**config.mk**
```make
export PLATFORM = sky130hd
export DESIGN_NAME = sensor_input_conditioner
export DESIGN_NICKNAME = d
export VERILOG_FILES = /design/src/rtl/sensor_input_conditioner.sv
export SDC_FILE = /design/constraint.sdc
export NUM_CORES = 1
export LEC_CHECK = 0
export BUFFER_PORTS_ARGS = -buffer_cell sky130_fd_sc_hd__buf_2
export CAP_MARGIN = 25
export CORE_MARGIN = 2
export CORE_UTILIZATION = 39
export CTS_CLUSTER_SIZE = 14
export DETAILED_ROUTE_END_ITERATION = 8
export SYNTH_ARGS = -nofsm -noshare
export SYNTH_HDL_FRONTEND = slang
export SYNTH_SLANG_ARGS = --single-unit
```
**constraint.sdc**
```tcl
create_clock -name clock -period 4 [get_ports clock]
set_input_delay 0.2 -clock clock [delete_from_list [all_inputs] [get_ports clock]]
set_output_delay 0.2 -clock clock [all_outputs]
set_load 0.02 [all_outputs]
```
**src/rtl/sensor_input_conditioner.sv**
```systemverilog
// Two-flop synchronizers plus tick-qualified debounce filters for six field inputs,
// with a change strobe and a live/sticky water-level consistency monitor.
module sensor_input_conditioner #(
    parameter int unsigned STABLE_TICKS = 4
) (
    input  logic clock,
    input  logic reset_n,
    input  logic sample_tick,
    input  logic raw_low_water,
    input  logic raw_mid_water,
    input  logic raw_high_water,
    input  logic raw_earth_humidity,
    input  logic raw_air_humidity,
    input  logic raw_low_temperature,
    input  logic clear_conflict,
    output logic low_water_level,
    output logic mid_water_level,
    output logic high_water_level,
    output logic earth_humidity,
    output logic air_humidity,
    output logic low_temperature,
    output logic sensor_changed,
    output logic conflict_now,
    output logic conflict_latched
);

    localparam int unsigned NumCh = 6;
    localparam logic [4:0] TicksW = 5'(STABLE_TICKS);

    logic [NumCh-1:0]      raw_vec;
    logic [NumCh-1:0]      sync1_q, sync2_q;
    logic [NumCh-1:0]      filt_q, filt_d;
    logic [NumCh-1:0][3:0] cnt_q, cnt_d;
    logic                  changed_q, changed_d;
    logic                  conflict_now_q, conflict_now_d;
    logic                  conflict_latched_q, conflict_latched_d;

    // Bit order: 0 low, 1 mid, 2 high water, 3 earth, 4 air, 5 low temperature.
    assign raw_vec = {raw_low_temperature, raw_air_humidity, raw_earth_humidity,
                      raw_high_water, raw_mid_water, raw_low_water};

    always_comb begin
        filt_d = filt_q;
        cnt_d  = cnt_q;
        for (int ch = 0; ch < NumCh; ch++) begin
            if (sync2_q[ch] == filt_q[ch]) begin
                cnt_d[ch] = 4'd0;
            end else if (sample_tick) begin
                // Terminal tick commits the new value and rearms the counter.
                if (({1'b0, cnt_q[ch]} + 5'd1) >= TicksW) begin
                    filt_d[ch] = sync2_q[ch];
                    cnt_d[ch]  = 4'd0;
                end else begin
                    cnt_d[ch] = cnt_q[ch] + 4'd1;
                end
            end
        end
    end

    always_comb begin
        changed_d      = |(filt_d ^ filt_q);
        conflict_now_d = (filt_q[2] & ~filt_q[1]) | (filt_q[1] & ~filt_q[0]) |
                         (filt_q[2] & ~filt_q[0]);
        conflict_latched_d = conflict_latched_q;
        // A live conflict overrides a simultaneous clear request.
        if (conflict_now_q) begin
            conflict_latched_d = 1'b1;
        end else if (clear_conflict) begin
            conflict_latched_d = 1'b0;
        end
    end

    always_ff @(posedge clock) begin
        if (!reset_n) begin
            sync1_q            <= '0;
            sync2_q            <= '0;
            filt_q             <= '0;
            cnt_q              <= '0;
            changed_q          <= 1'b0;
            conflict_now_q     <= 1'b0;
            conflict_latched_q <= 1'b0;
        end else begin
            sync1_q            <= raw_vec;
            sync2_q            <= sync1_q;
            filt_q             <= filt_d;
            cnt_q              <= cnt_d;
            changed_q          <= changed_d;
            conflict_now_q     <= conflict_now_d;
            conflict_latched_q <= conflict_latched_d;
        end
    end

    assign low_water_level  = filt_q[0];
    assign mid_water_level  = filt_q[1];
    assign high_water_level = filt_q[2];
    assign earth_humidity   = filt_q[3];
    assign air_humidity     = filt_q[4];
    assign low_temperature  = filt_q[5];
    assign sensor_changed   = changed_q;
    assign conflict_now     = conflict_now_q;
    assign conflict_latched = conflict_latched_q;

endmodule

```
======== Word-level counts from Yosys, hierarchy flattened ========
Index checks and enable logic that the tools add are counted.
operators by class
  add/subtract/negate cells ............... 12
  $lt $le $gt $ge ......................... 6
  bitwise logic cells ..................... 9
  multipliers ............................. 0
  eq/ne operators ......................... 6
  div/mod/pow operators ................... 0
  shifts and indexed selects .............. 0
  reductions and logical operators ........ 8
  muxes and demuxes ....................... 26
operators with widths
  kind                                                                   number
  4-bit by 1-bit adder with 5-bit output, second input constant          6
  5-bit by 3-bit >= comparator with 1-bit output, second input constant  6
  4-bit by 1-bit adder with 4-bit output, second input constant          6
  4-bit 2-to-1 mux                                                       6
  1-bit 2-to-1 mux                                                       20
  2-bit OR reduction                                                     6
  1-bit equality test                                                    6
  6-bit OR reduction                                                     1
  6-bit XOR                                                              1
  1-bit AND                                                              3
  1-bit NOT                                                              3
  1-bit OR                                                               2
  2-bit nonzero test                                                     1
word-level totals
  RAM bits ................................ 0
  output and inout port bits .............. 9
  logic and storage cells ................. 79
  bits in read-only memories .............. 0
  memories ................................ 0
  bits in latches ......................... 0
  bits of input ports ..................... 10
  flip-flop bits (word level) ............. 45

======== Depth between registers and ports, before layout ========
  word-level depth ........................ 7
  mapped depth ............................ 6

======== Worst setup path before layout ========
Ideal clock, no wire load.
  path type ............................... register to register
  start point ............................. register cnt_q[20] (netlist name)
  end point ............................... register changed_q (netlist: sensor_changed)
  period minus slack after synthesis ...... 1.371 ns
  arrival time ............................ 1.252 ns
  required time ........................... 3.880 ns
  cell stages (with the launch flop) ...... 6
  path buffers ............................ 0
  setup slack ............................. 2.629 ns
  cells stage by stage .................... dfxtp_1 > ha_1 > a211o_1 > nand3_1 > nand2_1 > o31a_1
on the way
  cells in the longest elaborated chain, start to end .. 7
RTL lines
  item                                            line  text
  start: declaration                              33    logic [NumCh-1:0][3:0] cnt_q, cnt_d;
  start signal: assignment                        86    cnt_q <= cnt_d;
  4-bit by 1-bit adder with 5-bit output          50    if (({1'b0, cnt_q[ch]} + 5'd1) >= TicksW) begin
  5-bit by 3-bit >= comparator with 1-bit output  50
  1-bit 2-to-1 mux                                50
  1-bit 2-to-1 mux                                48    end else if (sample_tick) begin
  1-bit 2-to-1 mux                                46    if (sync2_q[ch] == filt_q[ch]) begin
  6-bit XOR                                       61    changed_d = |(filt_d ^ filt_q);
  6-bit OR reduction                              61
  end signal: assignment                          87    changed_q <= changed_d;
  end: declaration                                34    logic changed_q, changed_d;
Every way passes these cells.
A chain may end at the register's enable or synchronous reset.

======== Worst setup path after layout ========
Same ends and word-level chain as after synthesis.

==> impl_metrics.yaml <==
status:
  outcome: "completed"
run:
  drv_cap: 0
synthesis:
  async_reset_ff_share_pct: 0
  synth_top_flop_cell: "dfxtp_1"
  synth_common_cells: "dfxtp_1 (45), and2_1 (19), nor2_1 (15)"
  synthTopCellsByArea: "dfxtp_1 (48%), ha_1 (8.0%), and2_1 (6.3%)"
  synth_largest_area_cell: "dfxtp_1"
  synthCells: 183
  ys_seq_area_share_pct: 48.1
  synth-edff-count: 0
  ys_ff_latch: 45
  synth_top_area_share_pct: 48.1
  synth.most_common_cell: "dfxtp_1"
  ys.warnings.count: 0
  synth.net_count: 205
  synth_cell_types: 36
  synth.avg_cell_area_um2: 10.2
  syn-cell-area_mm2: 0.00187
global_route:
  grt.overflow.total: 0
  grt_pass1_vias: 1181
  antenna_found_initial: 0
  grtUsageTotal_pct: 12.8
  grt_max_degree: 31
  grt_pass1_wl_mm: 5.19
timing:
  finalCritPeriodShare_pct: 36.9
  setup_violations: 0
  setup_tns_ns: 0
  period_minus_slack_ns: 1.48
  whs_ns: 0.108
  fmax_mhz: 677
  worstMarginPinSlew_ns: 0.626
  maxSlewViolCount: 0
  rsz0062_at_grt: "no"
  skew_ns: 0.00609
  hold_violations: 0
  fin_ws_ns: 2.52
  slew_headroom_pct: 58.3
critical_path:
  max_stage_delay_ns: 0.36
  start_kind: "register"
  critPathArrivalTime_ns: 1.66
  worstReg2RegEnd: "sensor_changed"
  cp_max_fo: 4
  rr_startpoint: "cnt_q[20]"
  cp_slowest_cell: "dfxtp_1"
  ff2ff_path_depth: 5
  setup.worst_path.end: "sensor_changed"
  cp-startpoint: "cnt_q[20]"
  critical_path_class: "reg2reg"
  crit_chain: "ha_1 -> a211o_1 -> nand3_1 -> nand2_1 -> o31a_1"
  r2r_setup_slack_ns: 2.52
  endpoint_kind: "register"
  worstPathRequired_ns: 4.19
clock_network:
  cts_resized: 0
  clk_latency_ns: 0.29
  cts_made_buffers: 5
  cts_root_buffer: "clkbuf_8"
  path_clk_slew_ns: 0.08
  clockBufferDepth: 2
  clock_sinks: 45
  cts_hold_buf: 0
  htree_levels: 2
  cts_tree: "built"
  post_cts_buffers: 0
cells_and_area:
  num-fill-cells: 472
  regArea_um2: 901
  area_delta_synth_final_pct: 11.3
  drive_gt1_share_pct: 13.9
  n_antenna_cell: 0
  multi_input_area_um2: 930
  design_area_mm2: 0.00209
  final_net_count: 224
route:
  via_per_inst: 4.69
  avgRoutedWirePerCell_um: 11.6
  drt_iter0_markers: 53
  highest_layer: "met4"
  met3_length_um: 101
  drt_first_pass_iters: 4
  num_vias: 1201
  route.antenna.remaining_nets: 0
  wl_met2_mm: 1.27
  drc: 0
  wl_met1_mm: 1.54
  wl_mm: 2.96
place:
  dpl_cell_area_mm2: 0.00200
  io_buffers: 18
  dp_hpwl_mm: 2.04
  post-place-ws_ns: 2.36
  gp_congestion: 0.695
power:
  power_per_cell_area_mw_per_mm2: 367
  p_leak_nw: 0.915
  total_power_uw: 765
  irDropWorstVdd_uv: 261
die:
  num_rows: 25
  die_h_um: 73.3
  die_x_um: 73.3
  start_util_pct: 39.9
  core_mm2: 0.00469
  dieArea_mm2: 0.00538
  pin_count: 19
hold_path:
  holdCritPathClass: "in2reg"
worst min-delay path by stage:
stage,endpoint,start,depth (start not counted)
2_1_floorplan,sync1_q[0],raw_low_water,1
3_3_place_gp,sync1_q[3],raw_earth_humidity,2
3_5_place_dp,sync1_q[5],raw_low_temperature,2
4_1_cts,sync1_q[5],raw_low_temperature,2
5_1_grt,sync1_q[5],raw_low_temperature,2
6_report,sync1_q[5],raw_low_temperature,2
routing by layer:
layer / global-route usage [%] / vias to the layer above
met2: 19.5 / 20
li1: - / 645
met1: 16.4 / 531
met3: 4.12 / 5
met5: 0 / -
met4: 6.06 / 0
layout make-up:
type	count	area share (%)
repair buffers	18	4.32
flip-flops and latches	45	43.2
clock buffers	7	4.14
multi-input cells	129	44.6
well taps	54	3.24
inverters	3	0.540
cells by family after synthesis:
group / count (synthesis) / share of synthesized area (%)
AND/OR/NAND/NOR: 74 / 21.2
flip-flops: 45 / 48.1
AO/OA/AOI/OAI: 19 / 8.68
XOR/XNOR: 16 / 7.48
adder cells (fa/ha/maj): 12 / 8.01
buffers and inverters: 9 / 2.34
multiplexers: 8 / 4.27
per-stage QoR:
stage | utilization [%] | instances
6_report | 44.5 | 256
3_3_place_gp | 42.6 | 249
5_1_grt | 44.5 | 256
4_1_cts | 44.5 | 256
3_5_place_dp | 42.6 | 249
2_1_floorplan | - | 183
worst max-delay path, delay by kind of cell (launching register included):
| family | cells | cell delay, ns |
|---|---|---|
| AOI/OAI and AO/OA | 2 | 0.63 |
| DFF | 1 | 0.36 |
| adders and majority gates | 1 | 0.23 |
| and+or+nand+nor | 2 | 0.16 |
power breakdown:
| group | internal, mW | switching, mW | total [mW] | leakage, nW |
|---|---|---|---|---|
| clock | 0.137 | 0.140 | 0.277 | 0.0443 |
| sequential | 0.454 | 0.00361 | 0.458 | 0.365 |
| combinational | 0.0137 | 0.0162 | 0.0299 | 0.506 |
layout by cell type, fill, tap and decap left out, types with 2 or more instances in the layout:
master and count:
and2_1 19, inv_1 3, nand3_1 6, a21oi_1 2, o22ai_1 2, mux2i_1 8, and3_1 2, nor3b_1 3
xor2_1 8, nor2_1 15, nand2b_1 2, ha_1 12, clkbuf_8 6, a21boi_1 2, xnor2_1 8, nand2_1 12
a211o_1 2, a21boi_0 2, nor2b_1 8, dfxtp_1 45, nand3b_1 2, buf_2 18, nand4_1 2
state kept, by name, summed over array words and instances (netlist names):
name	cells
cnt_q	24
filt_q	6
sync1_q	6
sync2_q	6
conflict_latched	1
conflict_now	1
sensor_changed	1
Note: power is estimated with default switching activity, not from simulation.
